[src/rtl/alien_hit_pkg.sv]
// rtl/alien_hit_pkg.sv - shared types and default box sizes for the alien hit tracker
package alien_hit_pkg;

  localparam int DEF_COORD_W = 10;
  localparam int DEF_ALIEN_W = 128;
  localparam int DEF_ALIEN_H = 128;
  localparam int DEF_FB_W    = 64;
  localparam int DEF_FB_H    = 64;

  typedef logic [DEF_COORD_W-1:0] coord_t;

  typedef enum logic [1:0] {
    ST_IDLE,
    ST_SCAN,
    ST_HIT
  } state_t;

endpackage

[src/rtl/aabb_overlap.sv]
// rtl/aabb_overlap.sv - combinational axis-aligned box overlap test; box A at (a_h,a_v), box B at (b_h,b_v)
// Operands are widened by one bit so coordinate-plus-size never wraps; touching edges do not overlap.
module aabb_overlap #(
  parameter int COORD_W = 10,
  parameter int A_W     = 64,
  parameter int A_H     = 64,
  parameter int B_W     = 128,
  parameter int B_H     = 128
) (
  input  logic [COORD_W-1:0] i_a_h,
  input  logic [COORD_W-1:0] i_a_v,
  input  logic [COORD_W-1:0] i_b_h,
  input  logic [COORD_W-1:0] i_b_v,
  output logic               o_overlap
);

  localparam logic [COORD_W:0] LP_A_W = (COORD_W+1)'(A_W);
  localparam logic [COORD_W:0] LP_A_H = (COORD_W+1)'(A_H);
  localparam logic [COORD_W:0] LP_B_W = (COORD_W+1)'(B_W);
  localparam logic [COORD_W:0] LP_B_H = (COORD_W+1)'(B_H);

  logic [COORD_W:0] w_a_h, w_a_v, w_b_h, w_b_v;
  logic [COORD_W:0] w_a_r, w_a_b, w_b_r, w_b_b;
  logic             w_ovl_h, w_ovl_v;

  assign w_a_h = {1'b0, i_a_h};
  assign w_a_v = {1'b0, i_a_v};
  assign w_b_h = {1'b0, i_b_h};
  assign w_b_v = {1'b0, i_b_v};

  assign w_a_r = w_a_h + LP_A_W;
  assign w_a_b = w_a_v + LP_A_H;
  assign w_b_r = w_b_h + LP_B_W;
  assign w_b_b = w_b_v + LP_B_H;

  assign w_ovl_h   = (w_a_r > w_b_h) && (w_a_h < w_b_r);
  assign w_ovl_v   = (w_a_b > w_b_v) && (w_a_v < w_b_b);
  assign o_overlap = w_ovl_h && w_ovl_v;

endmodule

[src/rtl/alien_hit_tracker.sv]
// rtl/alien_hit_tracker.sv - per-frame fireball vs alien-bank collision tracker, one slot scanned per clock
// Optional respawn after RESPAWN_FRAMES frames of all-dead is enabled by defining ALIEN_RESPAWN_EN.
module alien_hit_tracker
  import alien_hit_pkg::*;
#(
  parameter int NUM_ALIENS     = 8,
  parameter int COORD_W        = DEF_COORD_W,
  parameter int ALIEN_W        = DEF_ALIEN_W,
  parameter int ALIEN_H        = DEF_ALIEN_H,
  parameter int FB_W           = DEF_FB_W,
  parameter int FB_H           = DEF_FB_H,
  parameter int SCORE_W        = 16,
  parameter int RESPAWN_FRAMES = 60
) (
  input  logic                          clk,
  input  logic                          rst,
  input  logic                          frame_start,
  input  logic                          fireball_valid,
  input  logic [COORD_W-1:0]            fireball_h,
  input  logic [COORD_W-1:0]            fireball_v,
  input  logic [NUM_ALIENS*COORD_W-1:0] alien_h,
  input  logic [NUM_ALIENS*COORD_W-1:0] alien_v,
  output logic [NUM_ALIENS-1:0]         alive_mask,
  output logic                          hit_valid,
  output logic [$clog2(NUM_ALIENS)-1:0] hit_idx,
  output logic                          fireball_consumed,
  output logic [SCORE_W-1:0]            score,
  output logic                          all_dead,
  output logic                          busy
);

  localparam int IDX_W = $clog2(NUM_ALIENS);
  localparam logic [IDX_W-1:0] LAST_IDX = IDX_W'(NUM_ALIENS - 1);

  if (NUM_ALIENS < 2 || NUM_ALIENS > 32 || RESPAWN_FRAMES < 1) begin : g_param_check
    $error("alien_hit_tracker: parameter out of range");
  end

  state_t                  r_state, w_state_nxt;
  logic [IDX_W-1:0]        r_idx, w_idx_nxt;
  logic [COORD_W-1:0]      r_fb_h, r_fb_v;
  logic [NUM_ALIENS*COORD_W-1:0] r_al_h, r_al_v;
  logic [NUM_ALIENS-1:0]   r_alive;
  logic [IDX_W-1:0]        r_hit_idx;
  logic [SCORE_W-1:0]      r_score;

  logic                    w_all_dead;
  logic                    w_start;
  logic                    w_kill;
  logic                    w_cur_alive;
  logic                    w_overlap;
  logic [COORD_W-1:0]      w_sel_h, w_sel_v;

  assign w_all_dead  = ~|r_alive;
  assign w_start     = (r_state == ST_IDLE) && frame_start && fireball_valid && !w_all_dead;
  assign w_cur_alive = r_alive[r_idx];
  assign w_sel_h     = r_al_h[r_idx*COORD_W +: COORD_W];
  assign w_sel_v     = r_al_v[r_idx*COORD_W +: COORD_W];
  assign w_kill      = (r_state == ST_SCAN) && (w_state_nxt == ST_HIT);

  aabb_overlap #(
    .COORD_W (COORD_W),
    .A_W     (FB_W),
    .A_H     (FB_H),
    .B_W     (ALIEN_W),
    .B_H     (ALIEN_H)
  ) u_overlap (
    .i_a_h     (r_fb_h),
    .i_a_v     (r_fb_v),
    .i_b_h     (w_sel_h),
    .i_b_v     (w_sel_v),
    .o_overlap (w_overlap)
  );

  always_comb begin
    w_state_nxt = r_state;
    w_idx_nxt   = r_idx;
    case (r_state)
      ST_IDLE: begin
        if (w_start) begin
          w_state_nxt = ST_SCAN;
          w_idx_nxt   = '0;
        end
      end
      ST_SCAN: begin
        if (w_cur_alive && w_overlap) begin
          w_state_nxt = ST_HIT;
        end else if (r_idx == LAST_IDX) begin
          w_state_nxt = ST_IDLE;
        end else begin
          w_idx_nxt = r_idx + 1'b1;
        end
      end
      ST_HIT:  w_state_nxt = ST_IDLE;
      default: w_state_nxt = ST_IDLE;
    endcase
  end

  always_ff @(posedge clk or posedge rst) begin
    if (rst) begin
      r_state <= ST_IDLE;
      r_idx   <= '0;
    end else begin
      r_state <= w_state_nxt;
      r_idx   <= w_idx_nxt;
    end
  end

  // Snapshot so coordinate changes during a scan are invisible to it.
  always_ff @(posedge clk or posedge rst) begin
    if (rst) begin
      r_fb_h <= '0;
      r_fb_v <= '0;
      r_al_h <= '0;
      r_al_v <= '0;
    end else if (w_start) begin
      r_fb_h <= fireball_h;
      r_fb_v <= fireball_v;
      r_al_h <= alien_h;
      r_al_v <= alien_v;
    end
  end

  // Kill bookkeeping lands on entry to HIT so it is visible alongside hit_valid.
  always_ff @(posedge clk or posedge rst) begin
    if (rst) begin
      r_hit_idx <= '0;
      r_score   <= '0;
    end else if (w_kill) begin
      r_hit_idx <= r_idx;
      if (r_score != {SCORE_W{1'b1}}) begin
        r_score <= r_score + 1'b1;
      end
    end
  end

`ifdef ALIEN_RESPAWN_EN
  localparam int RC_W = $clog2(RESPAWN_FRAMES + 1);

  logic [RC_W-1:0] r_resp_cnt;
  logic            w_respawn;

  assign w_respawn = w_all_dead && frame_start && (r_resp_cnt == RC_W'(RESPAWN_FRAMES - 1));

  always_ff @(posedge clk or posedge rst) begin
    if (rst) begin
      r_resp_cnt <= '0;
    end else if (!w_all_dead) begin
      r_resp_cnt <= '0;
    end else if (frame_start) begin
      r_resp_cnt <= w_respawn ? '0 : r_resp_cnt + 1'b1;
    end
  end
`else
  logic w_respawn;

  assign w_respawn = 1'b0;
`endif

  always_ff @(posedge clk or posedge rst) begin
    if (rst) begin
      r_alive <= '1;
    end else if (w_respawn) begin
      r_alive <= '1;
    end else if (w_kill) begin
      r_alive[r_idx] <= 1'b0;
    end
  end

  assign alive_mask        = r_alive;
  assign all_dead          = w_all_dead;
  assign hit_valid         = (r_state == ST_HIT);
  assign fireball_consumed = (r_state == ST_HIT);
  assign hit_idx           = r_hit_idx;
  assign score             = r_score;
  assign busy              = (r_state != ST_IDLE);

endmodule

[config.mk]
export PLATFORM = sky130hd
export DESIGN_NAME = alien_hit_tracker
export DESIGN_NICKNAME = d
export VERILOG_FILES = /design/src/rtl/alien_hit_pkg.sv /design/src/rtl/aabb_overlap.sv /design/src/rtl/alien_hit_tracker.sv
export SDC_FILE = /design/constraint.sdc
export NUM_CORES = 1
export LEC_CHECK = 0
export ABC_AREA = 0
export CAP_MARGIN = 30
export CELL_PAD_IN_SITES_DETAIL_PLACEMENT = 1
export CELL_PAD_IN_SITES_GLOBAL_PLACEMENT = 1
export CORE_ASPECT_RATIO = 1.2
export CORE_MARGIN = 2
export CORE_UTILIZATION = 35
export CTS_BUF_LIST = sky130_fd_sc_hd__clkbuf_2 sky130_fd_sc_hd__clkbuf_4 sky130_fd_sc_hd__clkbuf_8
export CTS_CLUSTER_SIZE = 25
export DETAILED_ROUTE_END_ITERATION = 8
export PLACE_DENSITY_LB_ADDON = 0.25
export SLEW_MARGIN = 20
export SYNTH_ARGS = -nofsm -noshare
export SYNTH_HDL_FRONTEND = slang
export SYNTH_SLANG_ARGS = --single-unit
[constraint.sdc]
create_clock -name clk -period 6.9 [get_ports clk]
set_clock_uncertainty 0.2 [all_clocks]
set_input_delay 0.69 -clock clk [delete_from_list [all_inputs] [get_ports clk]]
set_output_delay 0.69 -clock clk [all_outputs]
set_load 0.01 [all_outputs]
==> results.tsv <==
stage	metric	value	unit
die	coreArea	28760	um2
die	num_io_pins	215	
place	io_buffers	214	
yosys	synth-main-ff-cell	dfrtp_1	
worst_setup_path	regToRegStartpoint	r_idx[0]	
yosys	synth_warnings	0	
worst_setup_path	worst_setup_path_end_kind	register	
route	vias_per_cell	4.974	
cts	clock_sinks	212	
worst_setup_path	endpoint	score[1]	
yosys	synth-edff-count	0	
timing	tns	0	ps
timing	fin_crit_sh	74.49	%
place	hpwl	18740	um
worst_setup_path	reg2reg_depth	11	
yosys	async_flop_share	100.0	%
finish	layout.nets	1142	
power_and_ir_drop	powerDensity	188.5	nW/um2
yosys	synth-seq-area-share	52.02	%
yosys	synthDistinctLibCells	54	
cts	clkLatencyLatePin	510	ps
route	drt-total-wl	26130	um
yosys	syn_inst	698	
power_and_ir_drop	leakage	6.409	nW
route	drtIter0Drc	229	
yosys	synth_top_area_share	49.96	%
worst_setup_path	r2r-end	score[1]	
finish	n_antenna_cell	0	
job	max_cap_viol_count	0	
cts	ctsResizeCount	0	
timing	drv_slew	0	
grt	grt.busiest_layer	met2	
place	post-place-ws	1728	ps
power_and_ir_drop	worst_ir_drop_vdd	108.7	uV
yosys	synth.net_count	917	
die	die_x	160.0	um
grt	overflow	0	
die	fp.dieH	191.2	um
worst_hold_path	hold_class	register to register	
worst_setup_path	rrSetupSlack	1760	ps
timing	rsz0062_at_grt	no	
cts	clk_pin_slew	60	ps
yosys	ys_ff_latch	212	
worst_setup_path	cp.arrival	5330	ps
grt	grt_use_total	17.42	%
grt	gr-usage-met3	3.732	%
worst_setup_path	crit_fanout	38	
cts	cts_tree	built	
grt	grt_pass1_wl	41280	um
worst_setup_path	crit_type	register to register	
yosys	synthTopCellsByArea	dfrtp_1 (50%), mux2_2 (20%), mux4_2 (7.3%)	
timing	setup_viol	0	
grt	grt_util_met1	21.86	%
grt	grt_pass1_vias	7336	
yosys	yosysMostFrequentCell	dfrtp_1	
timing	finalWorstSetupSlack	1760	ps
finish	final_area	13520	um2
timing	relSlewSlack	19.01	%
route	routed-via-count	6620	
worst_setup_path	critPathLaunch	r_idx[0]	
route	ant_nets	0	
route	drc	0	
cts	htree_levels	2	
timing	max_freq	194.6	MHz
die	die_area	30580	um2
worst_setup_path	required	7090	ps
place	place_area	12740	um2
cts	cts_buffers	38	
die	rows	68	
grt	antenna_found_initial	1	
yosys	avgSynthCellArea	14.64	um2
worst_setup_path	start_kind	register	
place	routabilityCongestion	0.7611	
finish	drive_above_1_share	32.45	%
finish	area.growth.synth_to_final	32.34	%
timing	worst_pin_slew	1215	ps
route	wire_per_inst	19.63	um
yosys	synth_largest_area_cell	dfrtp_1	
cts	postCtsHoldBufs	0	
timing	finalCriticalPeriod	5140	ps
timing	timing.hold.ws	270.9	ps
yosys	synth_common_cells	dfrtp_1 (204), mux2_2 (181), ha_1 (35), mux4_2 (33), nand2_1 (25)	
cts	post_cts_buffers	0	
route	drt_pre_antenna_iters	4	
yosys	synth_area	10220	um2
run_status	status	finished, final reports clean	
grt	met2_usage	30.37	%
cts	clockRootBuffer	clkbuf_8	
grt	grt_start_max_net_pins	189	
die	initial_core_util	35.53	%
cts	cts_max_path_buffers	3	
timing	hold_violations	0	
-- flip-flops by register name, indices dropped and copies added, names as in the netlist --
name	count
alive_mask	8
hit_idx	3
r_al_h	80
r_al_v	80
r_fb_h	10
r_fb_v	10
r_idx	3
r_state	2
score	16
-- worst max-delay path, cell delays in order, from the launching register on --
cell       delay, ps
dfrtp_4          900
mux4_1           660
mux2i_1          280
inv_1            120
ha_1             280
inv_1             30
ha_1             270
a2111oi_0        440
a211oi_1         160
or4b_1           950
nor2_1           340
mux2_2           370
-- per-stage QoR --
stage	instances	util (%)	power, mW
floorplan	698	-	1.285
global placement	1265	44.24	1.405
detailed placement	1267	44.32	1.404
CTS	1330	46.92	2.595
global route	1331	47.02	2.664
finish	1331	47.02	2.549
-- per-layer routing --
layer / vias up / share of wire (%)
met5: - / 0.046
met1: 3360 / 43
met3: 41 / 4.9
met4: 2 / 2.2
li1: 3034 / -
met2: 183 / 50
-- placed cells by master, fill, tap and decap left out, types with 3 or more instances in the layout --
cell type | netlist | final
xnor2_1 | 3 | 3
nand2b_1 | 5 | 5
a31oi_1 | 5 | 5
ha_1 | 35 | 35
dfrtp_1 | 204 | 202
xor2_1 | 18 | 18
o21ai_0 | 7 | 7
nor2b_1 | 4 | 4
o31a_1 | 4 | 4
and4b_1 | 3 | 3
o21bai_1 | 3 | 3
buf_4 | 3 | 6
inv_1 | 20 | 19
mux2i_1 | 17 | 17
mux2_2 | 181 | 181
clkdlybuf4s50_1 | 0 | 214
mux4_2 | 33 | 33
nand3_1 | 11 | 11
and3_1 | 6 | 6
dfstp_2 | 8 | 8
nor2_1 | 11 | 10
nand2_1 | 25 | 25
clkbuf_4 | 0 | 16
mux4_1 | 9 | 9
nor4_1 | 3 | 3
a21oi_1 | 10 | 10
clkbuf_8 | 0 | 45
nor3_1 | 6 | 6
-- layout make-up --
class | instances | area (um2)
Clock buffer | 61 | 739.5
Clock inverter | 2 | 10.01
Fill cell | 2962 | 15240
Inverter | 21 | 86.33
Multi-Input combinational cell | 427 | 4634
Sequential cell | 212 | 5320
Tap cell | 385 | 481.7
Timing Repair Buffer | 223 | 2250
-- cells by family after synthesis --
group	after synthesis	share of synthesized area [%]
xor+xnor	21	1.800
buf+inv	59	2.694
simple gates	89	5.107
mux	241	31.34
fa+ha+maj	35	4.286
compound gates	41	2.755
flops	212	52.02
-- worst min-delay path by stage --
stage,end,cells after the start,slack (ps),start
after CTS,alive_mask[5],2,270,alive_mask[5]
after global placement,alive_mask[1],2,260,alive_mask[1]
final,alive_mask[5],2,270,alive_mask[5]
after detailed placement,alive_mask[5],2,260,alive_mask[5]
after global routing,alive_mask[1],2,290,alive_mask[1]
after floorplan,alive_mask[5],2,260,alive_mask[5]
-- power breakdown --
part	internal, mW	switching (mW)
Clock	0.671	0.496
Sequential	1.24	0
Combinational	0.0933	0.0444
Total	2.01	0.540
Power figures use the tool's default switching activity.
